### config.mk
export PLATFORM = sky130hd
export DESIGN_NAME = qdec_nal_epb_filter
export DESIGN_NICKNAME = d
export VERILOG_FILES = /design/src/rtl/qdec_nal_epb_filter.sv
export SDC_FILE = /design/constraint.sdc
export NUM_CORES = 1
export LEC_CHECK = 0
export ABC_AREA = 1
export CORE_MARGIN = 3
export CORE_UTILIZATION = 55
export CTS_BUF_LIST = sky130_fd_sc_hd__clkbuf_8
export CTS_CLUSTER_DIAMETER = 40
export CTS_CLUSTER_SIZE = 14
export DETAILED_ROUTE_END_ITERATION = 6
export GPL_ROUTABILITY_DRIVEN = 0
export GPL_TIMING_DRIVEN = 0
export HOLD_SLACK_MARGIN = 0.02
export MAX_ROUTING_LAYER = met4
export PLACE_DENSITY = 0.78
export SYNTH_ARGS = -nofsm -noshare
export SYNTH_HDL_FRONTEND = slang
export SYNTH_SLANG_ARGS = --single-unit
### constraint.sdc
create_clock -name clk -period 2.1 [get_ports clk]
set_clock_uncertainty 0.05 [all_clocks]
set_input_delay 0.42 -clock clk [delete_from_list [all_inputs] [get_ports clk]]
set_output_delay 0.42 -clock clk [all_outputs]
set_load 0.01 [all_outputs]
### src/rtl/qdec_nal_epb_filter.sv
// qdec_nal_epb_filter
// Annex-B byte-stream pre-processor that sits in front of the CABAC
// bitstream fetch port. It finds start codes, drops the start-code prefixes
// and trailing zeros, removes emulation-prevention bytes (00 00 03), and
// delivers clean RBSP bytes on a valid/ready interface.
//
// Ports:
//   clk, rst                       clock, synchronous active-high reset
//   raw_byte/raw_vld/raw_last      raw Annex-B input, raw_rdy is its ready
//   out_byte/out_vld/out_sof       RBSP output register, out_rdy is its ready
//   nal_start                      pulse when a start code completes
//   nal_end                        pulse after the byte marked raw_last is done
//   epb_cnt                        saturating count of removed EPBs
//   err_forbidden                  sticky flag for illegal 00 00 0x sequences
//
// Optional build macro QDEC_NAL_HDR_STRIP_EN: the two NAL header bytes after
// each start code are consumed internally and decoded onto nal_unit_type,
// nuh_layer_id and temporal_id instead of being emitted.
module qdec_nal_epb_filter #(
  parameter int ZCNT_W    = 8,
  parameter int EPB_CNT_W = 16
) (
  input  logic                 clk,
  input  logic                 rst,
  input  logic [7:0]           raw_byte,
  input  logic                 raw_vld,
  input  logic                 raw_last,
  output logic                 raw_rdy,
  output logic [7:0]           out_byte,
  output logic                 out_vld,
  input  logic                 out_rdy,
  output logic                 out_sof,
  output logic                 nal_start,
  output logic                 nal_end,
  output logic [EPB_CNT_W-1:0] epb_cnt,
  output logic                 err_forbidden
`ifdef QDEC_NAL_HDR_STRIP_EN
  ,
  output logic [5:0]           nal_unit_type,
  output logic [5:0]           nuh_layer_id,
  output logic [2:0]           temporal_id
`endif
);

  typedef enum logic [1:0] {SEEK, PASS, FLUSH} state_e;

  localparam logic [ZCNT_W-1:0] ZMAX = '1;
  localparam logic [ZCNT_W-1:0] ZTWO = ZCNT_W'(2);

  state_e                 state_q, state_d;
  logic [ZCNT_W-1:0]      zcnt_q, zcnt_d;
  logic                   sof_pend_q, sof_pend_d;
  logic [7:0]             pend_byte_q, pend_byte_d;
  logic                   pend_vld_q, pend_vld_d;   // a data byte follows the zeros
  logic                   last_q, last_d;           // flush was entered by the last byte
  logic [7:0]             out_byte_q, out_byte_d;
  logic                   out_vld_q, out_vld_d;
  logic                   out_sof_q, out_sof_d;
  logic                   nal_start_q, nal_start_d;
  logic                   nal_end_q, nal_end_d;
  logic [EPB_CNT_W-1:0]   epb_cnt_q, epb_cnt_d;
  logic                   err_q, err_d;

  logic                   slot_free, raw_fire, emit_en, strip, flush_done;
  logic [7:0]             emit_byte;
  logic [ZCNT_W-1:0]      zcnt_inc;

`ifdef QDEC_NAL_HDR_STRIP_EN
  logic [1:0]             hdr_left_q, hdr_left_d;
  logic [5:0]             nut_q, nut_d;
  logic [5:0]             layer_q, layer_d;
  logic [2:0]             tid_q, tid_d;
`endif

  // State register
  always_ff @(posedge clk) begin
    if (rst) begin
      state_q     <= SEEK;
      zcnt_q      <= '0;
      sof_pend_q  <= 1'b0;
      pend_byte_q <= 8'h00;
      pend_vld_q  <= 1'b0;
      last_q      <= 1'b0;
      out_byte_q  <= 8'h00;
      out_vld_q   <= 1'b0;
      out_sof_q   <= 1'b0;
      nal_start_q <= 1'b0;
      nal_end_q   <= 1'b0;
      epb_cnt_q   <= '0;
      err_q       <= 1'b0;
`ifdef QDEC_NAL_HDR_STRIP_EN
      hdr_left_q  <= 2'd0;
      nut_q       <= 6'd0;
      layer_q     <= 6'd0;
      tid_q       <= 3'd0;
`endif
    end else begin
      state_q     <= state_d;
      zcnt_q      <= zcnt_d;
      sof_pend_q  <= sof_pend_d;
      pend_byte_q <= pend_byte_d;
      pend_vld_q  <= pend_vld_d;
      last_q      <= last_d;
      out_byte_q  <= out_byte_d;
      out_vld_q   <= out_vld_d;
      out_sof_q   <= out_sof_d;
      nal_start_q <= nal_start_d;
      nal_end_q   <= nal_end_d;
      epb_cnt_q   <= epb_cnt_d;
      err_q       <= err_d;
`ifdef QDEC_NAL_HDR_STRIP_EN
      hdr_left_q  <= hdr_left_d;
      nut_q       <= nut_d;
      layer_q     <= layer_d;
      tid_q       <= tid_d;
`endif
    end
  end

  assign slot_free = !out_vld_q || out_rdy;
  assign raw_fire  = raw_vld && raw_rdy;
  assign zcnt_inc  = (zcnt_q == ZMAX) ? zcnt_q : zcnt_q + ZCNT_W'(1);

  // Next-state logic
  always_comb begin
    state_d     = state_q;
    zcnt_d      = zcnt_q;
    sof_pend_d  = sof_pend_q;
    pend_byte_d = pend_byte_q;
    pend_vld_d  = pend_vld_q;
    last_d      = last_q;
    epb_cnt_d   = epb_cnt_q;
    err_d       = err_q;
    nal_start_d = 1'b0;
    nal_end_d   = 1'b0;
    emit_en     = 1'b0;
    emit_byte   = raw_byte;
    flush_done  = 1'b0;
    strip       = 1'b0;
`ifdef QDEC_NAL_HDR_STRIP_EN
    hdr_left_d  = hdr_left_q;
    nut_d       = nut_q;
    layer_d     = layer_q;
    tid_d       = tid_q;
`endif

    case (state_q)
      SEEK: begin
        if (raw_fire) begin
          if (raw_byte == 8'h00) begin
            zcnt_d = zcnt_inc;
          end else if (raw_byte == 8'h01 && zcnt_q >= ZTWO) begin
            nal_start_d = 1'b1;
            sof_pend_d  = 1'b1;
            zcnt_d      = '0;
            state_d     = raw_last ? SEEK : PASS;
`ifdef QDEC_NAL_HDR_STRIP_EN
            hdr_left_d  = 2'd2;
`endif
          end else begin
            zcnt_d = '0;
          end
          if (raw_last) begin
            zcnt_d    = '0;
            nal_end_d = 1'b1;
          end
        end
      end

      PASS: begin
        if (raw_fire) begin
          if (raw_byte == 8'h00) begin
            // Zeros are held until we know whether they start a start code,
            // precede an EPB, or are real data.
            if (raw_last) begin
              zcnt_d    = '0;
              state_d   = SEEK;
              nal_end_d = 1'b1;
            end else begin
              zcnt_d = zcnt_inc;
            end
          end else if (raw_byte == 8'h01 && zcnt_q >= ZTWO) begin
            // Start code: held zeros were trailing_zero_8bits, drop them.
            nal_start_d = 1'b1;
            sof_pend_d  = 1'b1;
            zcnt_d      = '0;
`ifdef QDEC_NAL_HDR_STRIP_EN
            hdr_left_d  = 2'd2;
`endif
            if (raw_last) begin
              state_d   = SEEK;
              nal_end_d = 1'b1;
            end
          end else if (raw_byte == 8'h03 && zcnt_q == ZTWO) begin
            // EPB: replay the two zeros, drop the 03 itself.
            if (epb_cnt_q != '1) epb_cnt_d = epb_cnt_q + EPB_CNT_W'(1);
            pend_vld_d = 1'b0;
            last_d     = raw_last;
            state_d    = FLUSH;
          end else begin
            if ((raw_byte == 8'h03 && zcnt_q > ZTWO) ||
                (raw_byte == 8'h02 && zcnt_q >= ZTWO)) begin
              err_d = 1'b1;
            end
            if (zcnt_q == '0) begin
              emit_en   = 1'b1;
              emit_byte = raw_byte;
              if (raw_last) begin
                state_d   = SEEK;
                nal_end_d = 1'b1;
              end
            end else begin
              pend_byte_d = raw_byte;
              pend_vld_d  = 1'b1;
              last_d      = raw_last;
              state_d     = FLUSH;
            end
          end
        end
      end

      FLUSH: begin
        if (slot_free) begin
          emit_en = 1'b1;
          if (zcnt_q != '0) begin
            emit_byte  = 8'h00;
            zcnt_d     = zcnt_q - ZCNT_W'(1);
            // An EPB flush has nothing after its zeros, so leave on the last one.
            flush_done = (zcnt_q == ZCNT_W'(1)) && !pend_vld_q;
          end else begin
            emit_byte  = pend_byte_q;
            flush_done = 1'b1;
          end
          if (flush_done) begin
            zcnt_d     = '0;
            pend_vld_d = 1'b0;
            last_d     = 1'b0;
            state_d    = last_q ? SEEK : PASS;
            nal_end_d  = last_q;
          end
        end
      end

      default: state_d = SEEK;
    endcase

`ifdef QDEC_NAL_HDR_STRIP_EN
    strip = (hdr_left_q != 2'd0);
    if (emit_en && strip) begin
      // Header bytes are decoded here; sof_pend stays set for the first payload byte.
      hdr_left_d = hdr_left_q - 2'd1;
      if (hdr_left_q == 2'd2) begin
        nut_d      = emit_byte[6:1];
        layer_d[5] = emit_byte[0];
        if (emit_byte[7]) err_d = 1'b1;
      end else begin
        layer_d[4:0] = emit_byte[7:3];
        tid_d        = emit_byte[2:0] - 3'd1;
      end
    end
`endif

    // Output register: holds until accepted, reloads only when a byte is emitted.
    out_vld_d  = out_vld_q && !out_rdy;
    out_byte_d = out_byte_q;
    out_sof_d  = out_sof_q;
    if (emit_en && !strip) begin
      out_vld_d  = 1'b1;
      out_byte_d = emit_byte;
      out_sof_d  = sof_pend_q;
      sof_pend_d = 1'b0;
    end
  end

  // Outputs
  always_comb begin
    raw_rdy = !rst && (state_q != FLUSH) && slot_free;
  end

  assign out_byte      = out_byte_q;
  assign out_vld       = out_vld_q;
  assign out_sof       = out_sof_q;
  assign nal_start     = nal_start_q;
  assign nal_end       = nal_end_q;
  assign epb_cnt       = epb_cnt_q;
  assign err_forbidden = err_q;
`ifdef QDEC_NAL_HDR_STRIP_EN
  assign nal_unit_type = nut_q;
  assign nuh_layer_id  = layer_q;
  assign temporal_id   = tid_q;
`endif

endmodule

---- Yosys cells after proc, flatten, opt, wreduce, memory -nomap -nowiden ----
Index checks and enable logic that the tools add are counted.
storage, ports and cells
  bits of input ports ..................... 13
  flip-flop bits (word level) ............. 50
  logic and storage cells ................. 141
operators by class
  bitwise operators ....................... 6
  reduce and logical (&&, ||, !) cells .... 31
  equality and inequality tests ........... 21
  add/sub/neg operators ................... 3
  mux-type cells .......................... 65
  $lt $le $gt $ge ......................... 2
operators by type and width
  kind                   number
  $mux 8                 14
  $mux 1                 34
  $reduce_and 6->1       5
  $eq 8x2->1 const B     3
  $pmux 8 s3             1
  $mux 2                 11
  $ne 2x2->1 const B     9
  $add 16x1->16 const B  1
  $eq 8x1->1 const B     2
  $logic_not 8->1        2
  $ne 16x16->1 const B   1
  $logic_and 1x1->1      9
  $ne 3x3->1 const B     3
  $add 8x1->8 const B    1
  $eq 8x8->1 const B     1
  $ge 8x2->1 const B     1
  $gt 8x2->1 const B     1
  $reduce_bool 8->1      1
  $sub 8x1->8 const B    1
  $reduce_and 7->1       1
  $not 1->1              6
  $pmux 1 s2             3
  $pmux 2 s3             1
  $logic_not 1->1        4
  other kinds (10)       12

---- Depth between registers and ports, before layout ----
Gate-level depths: netlist of the first run.
  word-level depth ........................ 8
  depth in mapped cells ................... 13
  depth with buffers taken out ............ 13

---- Worst setup path before layout of the first run ----
OpenSTA, ideal clock, no wires.
  path type ............................... register -> register
  start ................................... register state_q[0]
  end ..................................... register epb_cnt_q[5] (netlist: epb_cnt[5])
  data arrival time ....................... 1.673 ns
  setup time .............................. 0.136 ns
  cell stages (with the launch flop) ...... 12
  clock period less this slack ............ 1.859 ns
  slack ................................... 0.241 ns
  path through ............................ dfxtp_1 > inv_1 > ha_1 > nor2_2 > nand3_2 > clkinv_1 > nand4_2 > nor2_4 > inv_2 > buf_6 > nand2_1 > a21oi_2
on the way
  longest elaborated chain between the ends .. 5
  elaborated cells on any way between the ends .. 6
  those cells by class .................... eq/ne (2); reduce/logical (4)
ends and longest elaborated chain
  what                             RTL line  text
  from (decl)                      50        state_e state_q, state_d;
  from (signal assigned)           98        state_q <= state_d;
  $ne 2x2->1                       277       raw_rdy = !rst && (state_q != FLUSH) && slot_free;
  $logic_and 1x1->1 (2 in series)  277
  $logic_and 1x1->1                121       assign raw_fire = raw_vld && raw_rdy;
  $reduce_and 6->1 (no line) *     -
  to (signal assigned)             109       epb_cnt_q <= epb_cnt_d;
  to (decl)                        61        logic [EPB_CNT_W-1:0] epb_cnt_q, epb_cnt_d;
Every way passes the cells marked *; elsewhere a longest branch is shown, timed or not.
A chain may end at the register's enable or synchronous reset.

---- Worst setup path in the final report of the first run ----
  start ................................... input port raw_byte[5]
  end ..................................... register pend_byte_q[7]
on the way
  longest elaborated chain between the ends .. 4
  elaborated cells on any way between the ends .. 9
  those cells by class .................... eq/ne (2); bitwise (3); reduce/logical (4)
ends and longest elaborated chain
  what                                         RTL line  text
  from (decl)                                  25        input logic [7:0] raw_byte,
  $eq 8x2->1 or $eq 8x1->1 (tied branches)     194, 182
  $logic_and 1x1->1, on equally long branches  194, 182
  $not 1->1 (no line)                          -
  $reduce_and 6->1 (no line) *                 -
  to (signal assigned)                         101       pend_byte_q <= pend_byte_d;
  to (decl)                                    53        logic [7:0] pend_byte_q, pend_byte_d;
Marked as above.

==> metrics.txt, run 1 <==
outcome finished clean; first-pass GRT wire length ~14000 microns; die width 84.0 microns; syn_area_per_cell 6.71 sq um; CTS Hold Buffers Added 0; Critical Path Source Type input pin; worst r2r src state_q[0]; RSZ-0062 raised after global routing yes; Cells after DPL 611; full die area 7050 sq um; Remaining DRCs 0; Num CTS Buffers 5; #FFs+latches synth 50; Ports 43; switching power 0.000495 W; vias in the first global route around 3100; Clock Path Buffers 2; register area share after synthesis 30.0%; Slew HR 59.3%; max cap viols 0; wire per inst 13.3 microns; hold_sp rst; Rows 27; # fillers 492; initial core utilization roughly 59%; period utilization between 90 and 100%; Yosys top cell area share 30.0%; Post-Syn Nets 521; Synth cell types 39; Yosys top cell by area dfxtp_1; internal cell power 0.00140 W; Pre-Repair DR Iteration Count 5; count of input and output buffers 41; initial drt markers 264; Min-Delay Path Class input pin to register; Worst-Skew Late Latency 0.31 ns; asr flop ratio synth 0%; kind of critical path input pin to register; Hold Path End state_q[1]; Warnings, synthesis 0; Synth Instances 498; CP arrival 2.22 ns; Seq pwr share between 50% and 60%; via-per-instance ratio 5.43; Core Region 5680 sq um; GRT Total Usage a little under a quarter; Slew Limit Fails 0; Register Area 1010 sq um; # diodes 0; most common cell after layout, fill and taps aside nand2_1; Final Hold Viols 0; nets 579; Setup WS post-layout 0.0368 ns; Post-Place Setup Slack -0.218 ns; via count roughly 3400; post-route ant nets 0; Crit Path Max Fanout 5; Data required, critical path around 2.3 ns; Hold Crit Depth 2; CTS tree yes; PwrDens 463 nW/um^2; Period minus WS final 2.06 ns; Setup violations, final 0; FF-to-FF End pend_byte_q[7]; number of synthesized flops with an enable pin 0; synthesized area ~3300 sq um; reg2reg path depth 10; # clock sinks 50; Clock Power Share 37.2%; die height 84.0 microns; Worst Tran Pin Value about 0.6 ns; Finished Layout Cells 629; DP Wirelength 5970 microns; area of the multi-input gates 2060 sq um; CTS H-tree depth 2; ratio of cells with drive above 1 in the final layout approximately 16%; Leak 1.68 nW; Sw Share between 20% and 30%; root buffer cell clkbuf_8; clock slew at reported path FFs 0.10 ns; Syn-to-layout area delta 22.4%; top_reg_cell synth dfxtp_1; Comb power frac 12.0%; crit path capture type register; r2r setup slk 0.07 ns; largest net degree at the start of global routing 17; grt ovf 0; initial antenna violation count 0; final wirelength 8360 microns; most frequent cells in the layout nand2_1 (102), nor2_1 (80), dfxtp_1 (46), inv_1 (44), clkdlybuf4s50_1 (40); Fmax 0.485 GHz; top cells by area, synth dfxtp_1 (30%), nand2_1 (12%), nor2_1 (9.4%); Peak VDD IR 284 uV
==> metal layers <==
metal,GRT usage [%],vias to the layer above,share of wire [%]
met2,38.3,114,47
met1,30.9,1578,46
met3,2.76,6,5.6
met5,-,-,0
li1,-,1719,-
met4,6.58,0,0.96
==> registers in the layout, summed over array words and instances (netlist names) <==
| signal | count |
|---|---|
| pend_byte_q | 8 |
| nal_end | 1 |
| out_byte | 8 |
| zcnt_q | 8 |
| err_forbidden | 1 |
| nal_start | 1 |
| out_sof | 1 |
| last_q | 1 |
| epb_cnt | 16 |
| sof_pend_q | 1 |
| state_q | 2 |
| out_vld | 1 |
| pend_vld_q | 1 |
==> synthesized netlist by cell type (2+ instances only) <==
library cell and n:
nand2_1 103, nor2_1 84, dfxtp_1 50, inv_1 46, nand3_1 38, a21oi_1 27, o21ai_0 25, xor2_1 14
nand2_2 12, nor3_1 12, ha_1 10, a21oi_2 8, a31oi_1 8, buf_6 8, nor2_4 6, nor2_2 5
xnor2_1 5, inv_2 4, nand3b_1 4, buf_1 3, nand4_1 3, o211ai_1 3, buf_2 2, clkinv_1 2
nand2_4 2
==> final cells by class <==
| type | count | share of cell area (%) |
|---|---|---|
| repair inverters | 1 | 0.122 |
| inverters | 52 | 5.05 |
| clock buffers | 5 | 1.68 |
| flip-flops and latches | 50 | 24.7 |
| clock inverters | 3 | 1.07 |
| repair buffers | 49 | 11.6 |
| multi-input cells | 381 | 50.3 |
| plain buffers | 16 | 3.40 |
| well taps | 72 | 2.20 |
==> power by group through the flow <==
stage / Combinational [W] / Clock, W / Sequential (W)
after CTS: 0.000216 / 0.000715 / 0.000963
final: 0.000227 / 0.000705 / 0.000962
after detailed placement: 0.000215 / 0 / 0.000985
after global placement: 0.000211 / 0 / 0.000984
after global routing: 0.000251 / 0.000756 / 0.000964
after floorplan: 0.000152 / 0 / 0.000983
==> metrics by stage <==
stage	total power [W]	hold WS [ns]	TNS, ns	utilization (%)	instance area, sq um
after floorplan	0.00113	0.388	0	-	3340
after global placement	0.00120	0.415	-5.14	67.7	3840
after detailed placement	0.00120	0.424	-6.78	67.7	3840
after CTS	0.00189	0.247	0	69.8	3960
after global routing	0.00197	0.243	-0.743	72.1	4090
final	0.00189	0.248	0	72.1	4090
==> logic make-up (layout without fill, tap and decap cells) <==
group	Yosys count	after routing	synth area share, %
AOI/OAI and AO/OA	75	75	13.2
buffers and inverters	68	126	9.92
DFF	50	50	30.0
xor gates and xnor gates	19	19	4.98
and+or+nand+nor	276	277	38.2
adders and majority gates	10	10	3.74
==> how the worst max path moves through the flow <==
stage                start             end  depth (start not counted)
3_3_place_gp       out_rdy     out_byte[3]                         11
5_1_grt        raw_byte[6]  pend_byte_q[6]                         10
4_1_cts         state_q[1]       zcnt_q[1]                         12
6_report       raw_byte[5]  pend_byte_q[7]                         10
2_1_floorplan   state_q[0]      epb_cnt[5]                         11
3_5_place_dp       out_rdy     out_byte[3]                         11
==> repair_timing <==
item / 4_1_cts / 5_1_grt
endpoints found under the setup margin: 30 / 40
cloned: 0 / 2
pin swaps: 0 / 5
buffers inserted: 0 / 8
resized for setup: 4 / 22
==> worst max-delay path, stage by stage <==
cell	delay, ns
clkdlybuf4s50_1	0.51
nor2_1	0.06
nand2_1	0.18
nor2_1	0.09
nand2_1	0.18
nand3b_1	0.20
nor2_4	0.26
clkinv_2	0.16
nor2_1	0.11
nor2_1	0.05
No activity file was read; power rests on OpenSTA's default activity.
==> run 2, diff against run 1 <==
--- a/config.mk
+++ b/config.mk
@@ -7,7 +7,7 @@
 export LEC_CHECK = 0
 export ABC_AREA = 1
 export CORE_MARGIN = 3
-export CORE_UTILIZATION = 55
+export CORE_UTILIZATION = 58
 export CTS_BUF_LIST = sky130_fd_sc_hd__clkbuf_8
 export CTS_CLUSTER_DIAMETER = 40
 export CTS_CLUSTER_SIZE = 14
@@ -16,7 +16,7 @@
 export GPL_TIMING_DRIVEN = 0
 export HOLD_SLACK_MARGIN = 0.02
 export MAX_ROUTING_LAYER = met4
-export PLACE_DENSITY = 0.78
+export PLACE_DENSITY = 0.82
 export SYNTH_ARGS = -nofsm -noshare
 export SYNTH_HDL_FRONTEND = slang
 export SYNTH_SLANG_ARGS = --single-unit
==> metrics.txt, run 2 (synthesis results as in run 1) <==
outcome finished clean; count of input and output buffers 41 (unchanged); nets 575 (-0.69%); Post-Place Setup Slack -0.217 ns (+0.00106 ns); Remaining DRCs 0 (unchanged); Finished Layout Cells 625 (-0.64%); Cells after DPL 611 (unchanged); PwrDens 438 nW/um^2 (-5.4%); Num CTS Buffers 5 (unchanged); Final Power 0.00176 W (-6.9%); Slew Limit Fails 0 (unchanged); Critical Path Source Type input pin; CTS tree yes; DP Wirelength 5890 microns (-1.3%); hold_sp rst; wire per inst 13.0 microns (-1.9%); FF-to-FF End epb_cnt[5]; initial antenna violation count 0 (unchanged); Clock Path Buffers 2 (unchanged); most common cell after layout, fill and taps aside nand2_1; # fillers 484 (-1.6%); Hold Crit Depth 2 (unchanged); Register Area 1010 sq um (-0.25%); met1 WL 3720 microns (-4.0%); GRT Total Usage 26.0% (+2.4 points); Fmax 0.500 GHz (+3.2%); period utilization 95.2% (-3.1 points); Peak VDD IR 414 uV (+46%); Rows 27 (unchanged); Setup violations, final 0 (unchanged); area of the multi-input gates 2030 sq um (-1.3%); post-route ant nets 0 (unchanged); DR top layer met4; initial drt markers 187 (-29%); die width 81.9 microns (-2.4%); Final Hold Viols 0 (unchanged); worst r2r src state_q[0]; Hold Path End pend_vld_q; reg2reg path depth 11 (+1); max cap viols 0 (unchanged); most frequent cells in the layout nand2_1 (102), nor2_1 (80), dfxtp_1 (48), inv_1 (46), clkdlybuf4s50_1 (40); via-per-instance ratio 5.46 (+0.55%); # clock sinks 50 (unchanged); max FFs per register 16 (unchanged); Core Region 5540 sq um (-2.4%); Data required, critical path 1.63 ns (-0.62 ns); largest net degree at the start of global routing 15 (-2); grt ovf 0 (unchanged); Period minus WS final 2.00 ns (-0.0642 ns); met3 wirelength from detailed routing 504 microns (+8.6%); Worst-Skew Late Latency 0.30 ns (about the same); Min-Delay Path Class input pin to register; vias in the first global route 3146 (+0.16%); r2r setup slk 0.10 ns (+0.03 ns); ratio of cells with drive above 1 in the final layout 14.1% (-1.5 points); Leak 1.66 nW (-1.1%); CP arrival 1.53 ns (-0.69 ns); kind of critical path input pin to primary output; Ports 43 (unchanged); Worst Tran Pin Value 0.656 ns (+0.0456 ns); crit path capture type primary output; Hold Worst Slack 0.259 ns (+0.0107 ns); clock slew at reported path FFs 0.09 ns (about the same); # diodes 0 (unchanged); via count 3414 (-0.088%); WL met2 3720 microns (-5.4%); root buffer cell clkbuf_8; Pre-Repair DR Iteration Count 5 (unchanged); Final TNS setup 0 ns (unchanged); RSZ-0062 raised after global routing yes; Setup WS post-layout 0.101 ns (+0.0642 ns); Slew HR 56.3% (-3.0 points); final wirelength 8140 microns (-2.5%); Syn-to-layout area delta 20.4%; CTS H-tree depth 2 (unchanged); full die area 6710 sq um (-4.8%); initial core utilization 60.3% (+1.4 points); Crit Path Max Fanout 3 (-2); die height 81.9 microns (-2.4%); first-pass GRT wire length 13700 microns (-0.65%)
-- run 2: per-layer routing --
metal / global-route usage (%) / vias to the layer above
met4: 7.97 / 0
met3: 4.82 / 20
met2: 40.0 / 123
met1: 34.6 / 1563
met5: - / -
li1: - / 1708
-- run 2: layout make-up --
type / instances / share of cell area, %
clock buffer: 6 / 2.05
inverter: 52 / 5.01
timing repair buffer: 47 / 11.6
sequential: 50 / 25.0
tap: 72 / 2.24
buffer: 16 / 3.45
multi-input combinational: 380 / 50.4
clock inverter: 2 / 0.218
-- run 2: worst max path at each step --
stage               slack, ns  cells after the start         from     endpoint
CTS                      0.01                     12   state_q[1]    zcnt_q[3]
global route            -0.04                     10  raw_byte[2]    zcnt_q[0]
floorplan                0.24                     11   state_q[0]   epb_cnt[5]
global placement        -0.17                     11      out_rdy  out_byte[3]
detailed placement      -0.22                     11      out_rdy  out_byte[3]
finish                   0.10                      6      out_rdy      raw_rdy
-- run 2: critical path, cell delays in order --
cell             delay (ns)
clkdlybuf4s50_1        0.45
inv_1                  0.04
nand2_1                0.10
inv_1                  0.11
nor3_1                 0.13
dlygate4sd2_1          0.29
-- run 2: stage by stage --
| step | instance area (sq um) | util [%] |
|---|---|---|
| detailed placement | 3840 | 69.4 |
| global placement | 3840 | 69.4 |
| CTS | 3940 | 71.2 |
| floorplan | 3340 | - |
| finish | 4020 | 72.6 |
| global route | 4020 | 72.6 |
-- run 2: timing repair --
| item | 4_1_cts | 5_1_grt |
|---|---|---|
| endpoints found under the setup margin | 20 | 39 |
| pin swaps | 1 | 3 |
| buffers inserted | 1 | 5 |
| resized for setup | 3 | 12 |
| hold buffers | 0 | 0 |
-- run 2: report_power, final --
part	leakage, nW	switching [W]	internal (W)	total, W
combinational	1.20	0.000138	0.0000885	0.000226
clock	0.0524	0.000314	0.000262	0.000575
sequential	0.405	0.00000932	0.000952	0.000961
total	1.66	0.000461	0.00130	0.00176
==> run 3, diff against run 2 <==
--- a/config.mk
+++ b/config.mk
@@ -17,6 +17,7 @@
 export HOLD_SLACK_MARGIN = 0.02
 export MAX_ROUTING_LAYER = met4
 export PLACE_DENSITY = 0.82
+export REMOVE_ABC_BUFFERS = 1
 export SYNTH_ARGS = -nofsm -noshare
 export SYNTH_HDL_FRONTEND = slang
 export SYNTH_SLANG_ARGS = --single-unit
==> metrics.txt, run 3 (synthesis results as in run 1) <==
outcome finished clean; Leak 1.63 nW (-1.5%); Remaining DRCs 0 (unchanged); post-route ant nets 0 (unchanged); CP bufs+invs 4 (unchanged); Worst-Skew Late Latency 0.31 ns (about the same); Setup violations, final 0 (unchanged); # clock sinks 50 (unchanged); Syn-to-layout area delta 20.3% (about the same); via-per-instance ratio 5.57 (+2.0%); Setup WS post-layout 0.0872 ns (-0.0137 ns); DP Wirelength 5870 microns (-0.42%); CP arrival 1.54 ns (about the same); PwrDens 468 nW/um^2 (+6.9%); ratio of cells with drive above 1 in the final layout 14.6% (+0.50 points); period utilization 95.8% (+0.65 points); # fillers 467 (-3.5%); Slew Limit Fails 0 (unchanged); final wirelength 8910 microns (+9.4%); Pre-Repair DR Iteration Count 5 (unchanged); Data required, critical path 1.63 ns (about the same); GRT Total Usage 27.8% (+1.8 points); met1 WL 3970 microns (+6.7%); Post-Place Setup Slack -1.25 ns (-1.03 ns); Core Region 5540 sq um (unchanged); Final Hold Viols 0 (unchanged); # diodes 0 (unchanged); root buffer cell clkbuf_8; RSZ-0062 raised after global routing yes; nets 564 (-1.9%); CTS tree yes; Num CTS Buffers 5 (unchanged); Rows 27 (unchanged); Crit path max-delay family buffers and inverters; crit path capture type primary output; Hold Worst Slack 0.442 ns (+0.183 ns); Slew HR 47.9% (-8.3 points); grt ovf 0 (unchanged); initial antenna violation count 0 (unchanged); Fmax 0.497 GHz (-0.68%); Critical Path Source Type input pin; WL met2 4360 microns (+17%); most common cell after layout, fill and taps aside nand2_1; initial core utilization 60.3% (unchanged); max incr delay on CP 0.45 ns (about the same); Clock Path Buffers 2 (unchanged); Peak VDD IR 314 uV (-24%); full die area 6710 sq um (unchanged); Register Area 1010 sq um (+0.25%); CTS H-tree depth 2 (unchanged); met3 wirelength from detailed routing 384 microns (-24%); CP cell instances clkdlybuf4s50_1 > inv_1 > nand2_2 > inv_2 > nor3_2 > dlygate4sd2_1; max FFs per register 16 (unchanged); CTS Hold Buffers Added 0 (unchanged); first-pass GRT wire length 14300 microns (+4.8%); vias in the first global route 3195 (+1.6%); die height 81.9 microns (unchanged); Ports 43 (unchanged); die width 81.9 microns (unchanged); DR top layer met4; Min-Delay Path Class register to register; via count 3415 (+0.029%); kind of critical path input pin to primary output; wire per inst 14.5 microns (+12%); most frequent cells in the layout nand2_1 (100), nor2_1 (82), dfxtp_1 (46), inv_1 (43), clkdlybuf4s50_1 (39); count of input and output buffers 42 (+2.4%); area of the multi-input gates 2120 sq um (+4.6%); Period minus WS final 2.01 ns (+0.0137 ns); max cap viols 0 (unchanged); clock slew at reported path FFs 0.09 ns (about the same); initial drt markers 246 (+32%); Crit Path Max Fanout 3 (unchanged); Worst Tran Pin Value 0.780 ns (+0.124 ns); Crit-path slowest cell clkdlybuf4s50_1; largest net degree at the start of global routing 27 (+12)
[run 3: changes by cell type in the layout (fill, tap and decap cells not counted), moves of 3 or more]
| cell | delta |
|---|---|
| buf_1 | -3 |
| buf_6 | -8 |
| ha_1 | -3 |
| nor2_2 | -4 |
| inv_1 | -3 |
[run 3: final timing paths]
| check | start | end | slack [ns] | cells past startpoint |
|---|---|---|---|---|
| max | out_rdy | raw_rdy | 0.09 | 6 |
| min | pend_vld_q | pend_vld_q | 0.44 | 2 |
| max reg2reg | state_q[0] | out_byte[5] | 0.13 | 10 |
| min reg2reg | pend_vld_q | pend_vld_q | 0.44 | 2 |
[run 3: worst register-to-register path, stage by stage, from the launching register on]
cell      delay [ns]
dfxtp_2         0.38
inv_2           0.08
ha_4            0.20
nor2_2          0.15
nand3_4         0.13
nor2_1          0.19
nand3_4         0.15
o21bai_4        0.24
nand3_1         0.11
nand2_1         0.09
nor2_1          0.08
[run 3: through the flow]
stage | utilization, % | total power, W | cells | TNS [ns] | cell area [sq um]
global placement | 67.1 | 0.00118 | 596 | -47.52 | 3720
global route | 72.6 | 0.00194 | 613 | -0.0279 | 4020
finish | 72.6 | 0.00188 | 613 | 0 | 4020
detailed placement | 67.1 | 0.00119 | 596 | -49.50 | 3720
floorplan | - | 0.00111 | 482 | 0 | 3210
CTS | 70.9 | 0.00188 | 606 | 0 | 3930
[run 3: layout make-up]
cell class                      instances  area share, %
Timing Repair Buffer                   50           12.1
Inverter                               52           4.98
Clock inverter                          1          0.747
Sequential cell                        50           25.1
Clock buffer                            6           2.05
Multi-Input combinational cell        382           52.8
Tap cell                               72           2.24
[run 3: repair_timing]
| action | CTS | global route |
|---|---|---|
| pin swaps | 2 | 4 |
| setup endpoints to repair | 51 | 46 |
| buffers inserted | 1 | 7 |
| cloned | 2 | 0 |
| resized for setup | 17 | 22 |
| hold endpoints to repair | 0 | 0 |
[run 3: routing by layer]
metal	up-vias	GRT usage, %
met5	-	-
met4	0	8.31
met3	18	4.71
met2	110	47.5
met1	1601	33.4
li1	1686	-
[run 3: where the power goes]
part | leakage, nW | internal [W] | total (W) | switching [W]
Clock | 0.0573 | 0.000382 | 0.000706 | 0.000324
Combinational | 1.17 | 0.0000774 | 0.000212 | 0.000135
Sequential | 0.406 | 0.000952 | 0.000965 | 0.0000130
